### config.mk
export PLATFORM = sky130hd
export DESIGN_NAME = hazard_unit
export DESIGN_NICKNAME = d
export VERILOG_FILES = /design/src/rtl/hazard_pkg.sv /design/src/rtl/hazard_unit_sat_counter.sv /design/src/rtl/hazard_unit.sv
export SDC_FILE = /design/constraint.sdc
export NUM_CORES = 1
export LEC_CHECK = 0
export BUFFER_PORTS_ARGS = -buffer_cell sky130_fd_sc_hd__buf_4
export CAP_MARGIN = 25
export CORE_MARGIN = 5
export CORE_UTILIZATION = 40
export DETAILED_ROUTE_END_ITERATION = 10
export PLACE_DENSITY = 0.72
export SLEW_MARGIN = 10
export SYNTH_ARGS = -nofsm -noshare
export SYNTH_HDL_FRONTEND = slang
export SYNTH_HIERARCHICAL = 1
export SYNTH_SLANG_ARGS = --single-unit
### constraint.sdc
create_clock -name clk -period 3.1 [get_ports clk]
set_clock_uncertainty 0.2 [all_clocks]
set_input_delay 0.155 -clock clk [delete_from_list [all_inputs] [get_ports clk]]
set_output_delay 0.155 -clock clk [all_outputs]
set_load 0.03 [all_outputs]
### src/rtl/hazard_pkg.sv
// Shared types and helpers for the pipeline hazard unit.
package hazard_pkg;

    typedef enum logic [1:0] {
        IDLE  = 2'd0,
        WAIT  = 2'd1,
        ERROR = 2'd2
    } mem_state_t;

    localparam logic [1:0] FWD_RF = 2'b00;
    localparam logic [1:0] FWD_W  = 2'b01;
    localparam logic [1:0] FWD_M  = 2'b10;

    // r0 is hardwired zero, so it can never carry a dependency
    function automatic logic reg_hit(input logic [4:0] src, input logic [4:0] dst);
        return (src != 5'd0) && (src == dst);
    endfunction

endpackage

### src/rtl/hazard_unit_sat_counter.sv
// Event counter that sticks at its maximum value instead of wrapping.
module sat_counter #(
    parameter int W = 16
) (
    input  logic         clk,
    input  logic         reset,
    input  logic         inc,
    output logic [W-1:0] count
);

    logic [W-1:0] r_count;

    always_ff @(posedge clk or negedge reset) begin
        if (!reset)
            r_count <= '0;
        else if (inc && (r_count != {W{1'b1}}))
            r_count <= r_count + 1'b1;
    end

    assign count = r_count;

endmodule

### src/rtl/hazard_unit.sv
// Five-stage pipeline hazard unit: forwarding, load-use/branch stalls,
// data-memory wait FSM with timeout, and debug event counters.
module hazard_unit
    import hazard_pkg::*;
#(
    parameter int MEM_TIMEOUT = 64,
    parameter int COUNT_W     = 16
) (
    input  logic               clk,
    input  logic               reset,
    input  logic [4:0]         rsD,
    input  logic [4:0]         rtD,
    input  logic [4:0]         rsE,
    input  logic [4:0]         rtE,
    input  logic [4:0]         writeregE,
    input  logic [4:0]         writeregM,
    input  logic [4:0]         writeregW,
    input  logic               regwriteE,
    input  logic               regwriteM,
    input  logic               regwriteW,
    input  logic               memtoregE,
    input  logic               memtoregM,
    input  logic [1:0]         branchD,
    input  logic               memreqM,
    input  logic               mem_ready,
    output logic               stallF,
    output logic               stallD,
    output logic               stallE,
    output logic               stallM,
    output logic               flushE,
    output logic               flushW,
    output logic               forwardaD,
    output logic               forwardbD,
    output logic [1:0]         forwardaE,
    output logic [1:0]         forwardbE,
    output logic               mem_error,
    output logic [COUNT_W-1:0] stall_count,
    output logic [COUNT_W-1:0] flush_count
);

    localparam int WCNT_W = $clog2(MEM_TIMEOUT) + 1;

    mem_state_t        r_state, w_next;
    logic [WCNT_W-1:0] r_wcnt;
    logic              w_memstall, w_lwstall, w_brstall, w_hz;

    always_comb begin
        forwardaE = FWD_RF;
        if (regwriteM && reg_hit(rsE, writeregM))      forwardaE = FWD_M;
        else if (regwriteW && reg_hit(rsE, writeregW)) forwardaE = FWD_W;

        forwardbE = FWD_RF;
        if (regwriteM && reg_hit(rtE, writeregM))      forwardbE = FWD_M;
        else if (regwriteW && reg_hit(rtE, writeregW)) forwardbE = FWD_W;
    end

    assign forwardaD = regwriteM && reg_hit(rsD, writeregM);
    assign forwardbD = regwriteM && reg_hit(rtD, writeregM);

    assign w_lwstall = memtoregE && (reg_hit(rsD, writeregE) || reg_hit(rtD, writeregE));
    assign w_brstall = (branchD != 2'd0) &&
                       ((regwriteE && (reg_hit(rsD, writeregE) || reg_hit(rtD, writeregE))) ||
                        (memtoregM && (reg_hit(rsD, writeregM) || reg_hit(rtD, writeregM))));
    assign w_hz      = w_lwstall || w_brstall;

    always_comb begin
        w_next     = r_state;
        w_memstall = 1'b0;
        case (r_state)
            IDLE: begin
                if (memreqM && !mem_ready) begin
                    w_next     = WAIT;
                    w_memstall = 1'b1;
                end
            end
            WAIT: begin
                // a late mem_ready still beats the timeout
                if (mem_ready) begin
                    w_next = IDLE;
                end else begin
                    w_memstall = 1'b1;
                    if (r_wcnt == WCNT_W'(MEM_TIMEOUT - 1))
                        w_next = ERROR;
                end
            end
            ERROR:   w_memstall = 1'b1;
            default: w_next = IDLE;
        endcase
    end

    always_ff @(posedge clk or negedge reset) begin
        if (!reset) begin
            r_state <= IDLE;
            r_wcnt  <= '0;
        end else begin
            r_state <= w_next;
            // held at zero outside WAIT so every WAIT entry starts from zero
            if (r_state == WAIT)
                r_wcnt <= r_wcnt + 1'b1;
            else
                r_wcnt <= '0;
        end
    end

    // memory stall freezes E, so no bubble there: the held instruction must survive
    always_comb begin
        stallF = 1'b0;
        stallD = 1'b0;
        stallE = 1'b0;
        stallM = 1'b0;
        flushE = 1'b0;
        flushW = 1'b0;
        if (w_memstall) begin
            stallF = 1'b1;
            stallD = 1'b1;
            stallE = 1'b1;
            stallM = 1'b1;
            flushW = 1'b1;
        end else if (w_hz) begin
            stallF = 1'b1;
            stallD = 1'b1;
            flushE = 1'b1;
        end
    end

    assign mem_error = (r_state == ERROR);

    sat_counter #(.W(COUNT_W)) u_stall_cnt (
        .clk   (clk),
        .reset (reset),
        .inc   (stallF),
        .count (stall_count)
    );

    sat_counter #(.W(COUNT_W)) u_flush_cnt (
        .clk   (clk),
        .reset (reset),
        .inc   (flushE),
        .count (flush_count)
    );

endmodule

==> metrics.yaml <==
start_util: 0.4069
die_h_um: 92.90
grt_max_degree: 42
drtPass1Iterations: 5
ctsResizeCount: 0
ys_types: 43
synth_ff_type: "dfrtp_1"
grtUsageTotal: 0.1714
area_delta_synth_final_pct: 32.36
io_pins: 91
peakVddDrop_mv: 0.2135
cts_hold_buf: 2
power_density_nw_per_um2: 459.8
final_antenna_net_count: 0
first_global_vias: 2418
multi_input_area_um2: 1682
p_total_mw: 1.673
synth_warnings: 6
max_slew_margin: 0.6111
fin_crit_sh: 0.8320
vias_per_cell: 5.517
path_class: "flip-flop to flip-flop"
clockRootBuffer: "clkbuf_8"
antenna_found_initial: 0
htree_levels: 2
synth_cells: 262
setup_viol: 0
outcome: "finished, final reports clean"
seq_area_um2: 1026
cts-buffers-inserted: 5
gp_congestion: 0.8987
drt_wl_total_um: 7098
cap_violations: 0
finalHoldViolCount: 0
clkTransAtPathRegs_ps: 80
crit_required_ps: 3080
clk_latency_ps: 290
cts_tree: "built"
clock_sinks: 41
p_leak_nw: 1.617
synth_edf_count: 0
min_path_type: "input port to flip-flop"
min_from: "memreqM"
core_area_um2: 6756
grt_pass1_wl_um: 12090
seq_area_frac_synth: 0.3732
setup.worst_path.end_class: "flip-flop"
worstReg2RegStart: "r_state[0]"
overflow: 0
nNetsFinal: 405
chipWidth_um: 92.90
rows: 30
cp_max_fo: 6
crit_path_start: "r_state[0]"
start_kind: "flip-flop"
tightest_slew_ps: 583.4
port_buffers: 90
avgSynthCellArea_um2: 10.49
antenna-diode-count: 0
worst_ep_arrival_time_ps: 2560
ys_ff_latch: 41
dp_hpwl_um: 5649
die_area_um2: 8630
drv_slew: 0
fillers: 622
drt_iter0_drc: 93
finalCriticalPeriod_ps: 2579
rsz0062_at_grt: "false"
drc: 0
wl_per_cell_um: 16.24
tns_ps: 0
max_freq_mhz: 387.7
clk_path_buf_depth: 2
drive_gt1_frac: 0.3669
synthArstFlopShare: 1.000
netlist_area_um2: 2749
post_cts_buffers: 0
num_vias: 2411
synth_nets: 311
sequential cells by signal, indices dropped and copies added, names as in the netlist:
register,cells
u_flush_cnt/count,16
r_wcnt,7
r_state,2
u_stall_cnt/count,16
path summary, 6_finish.rpt:
path	end	slack (ps)	cells past startpoint
worst min register to register	r_wcnt[0]	260	1
worst max register to register	u_flush_cnt/count[5]	520	7
max in group asynchronous	u_flush_cnt/count[7]	2170	2
worst min-delay path	r_state[0]	30	3
worst max-delay path	u_flush_cnt/count[5]	520	7
min in group asynchronous	u_stall_cnt/count[11]	170	2
per-stage QoR:
step / hold WS [ps] / util / setup WS, ps / instances / instance area [µm²]
5_1_grt: 36.86 / 0.5385 / 310.1 / 437 / 3638
4_1_cts: 16.42 / 0.5385 / 526.6 / 437 / 3638
6_report: 25.17 / 0.5385 / 520.7 / 437 / 3638
2_1_floorplan: -340.6 / - / 174.9 / 262 / 2749
3_3_place_gp: -28.80 / 0.5178 / 436.9 / 427 / 3498
3_5_place_dp: -29.72 / 0.5178 / 315.5 / 427 / 3498
layer usage:
layer / up-vias / global-route usage / wire (µm)
met4: 0 / 0.04029 / 85
met5: - / 0 / 0
met3: 9 / 0.02843 / 268
li1: 1170 / - / -
met1: 1184 / 0.2249 / 3006
met2: 48 / 0.2939 / 3738
cells in the final DEF, fill, tap and decap left out, types with 3 or more instances in the layout:
master / count
a21oi_1: 10
a31oi_1: 6
and3_1: 4
buf_4: 91
clkbuf_8: 6
dfrtp_1: 41
ha_1: 3
nand2_1: 13
nand3_1: 17
nand4_1: 21
nor2_1: 11
nor2_2: 3
nor3_2: 3
nor4_1: 4
nor4_2: 3
nor4_4: 4
o21a_1: 11
o21ai_1: 3
or4_4: 3
xnor2_1: 41
xor2_1: 16
critical path, stage by stage (launching register included):
cell and delay [ps]:
dfrtp_1 410, o21ai_1 310, nand2_1 190, a21oi_1 500, and3_1 370, and4_2 290
o211ai_1 90, o21a_1 120
where the power goes:
group | leakage, nW | switching, mW | total [mW] | internal [mW]
Sequential | 0.555 | 0.0996 | 0.694 | 0.595
Clock | 0.0574 | 0.187 | 0.449 | 0.262
Combinational | 1.00 | 0.305 | 0.530 | 0.225
Total | 1.62 | 0.592 | 1.67 | 1.08
kinds of logic (layout without fill, tap and decap cells):
family | count (synthesis) | after routing | synth area share
flip-flops | 41 | 41 | 0.3732
AND/OR/NAND/NOR | 110 | 110 | 0.2972
buffers and inverters | 8 | 103 | 0.01502
AO/OA/AOI/OAI | 41 | 41 | 0.1111
XOR/XNOR | 57 | 57 | 0.1816
adder cells (fa/ha/maj) | 3 | 3 | 0.01366
multiplexers | 2 | 2 | 0.008192
area by class of cell:
type | count | share of cell area
flip-flops and latches | 41 | 0.2820
repair buffers | 93 | 0.1933
multi-input cells | 213 | 0.4622
inverters | 2 | 0.002063
well taps | 80 | 0.02751
clock buffers | 6 | 0.02270
clock inverters | 2 | 0.01032
Yosys cell counts, types with 4 or more instances:
cell type / instances / area [µm²]
a31oi_1: 6 / 37.54
nor4_4: 4 / 85.08
nor4_1: 4 / 25.02
xnor2_1: 41 / 359.1
xor2_1: 16 / 140.1
dfrtp_1: 41 / 1026
nand3_1: 17 / 85.08
a21oi_1: 10 / 50.05
nand4_1: 21 / 131.4
nor2_1: 11 / 41.29
nand2_1: 13 / 48.80
and3_1: 4 / 25.02
o21a_1: 11 / 82.58
Power figures use the tool's default switching activity.
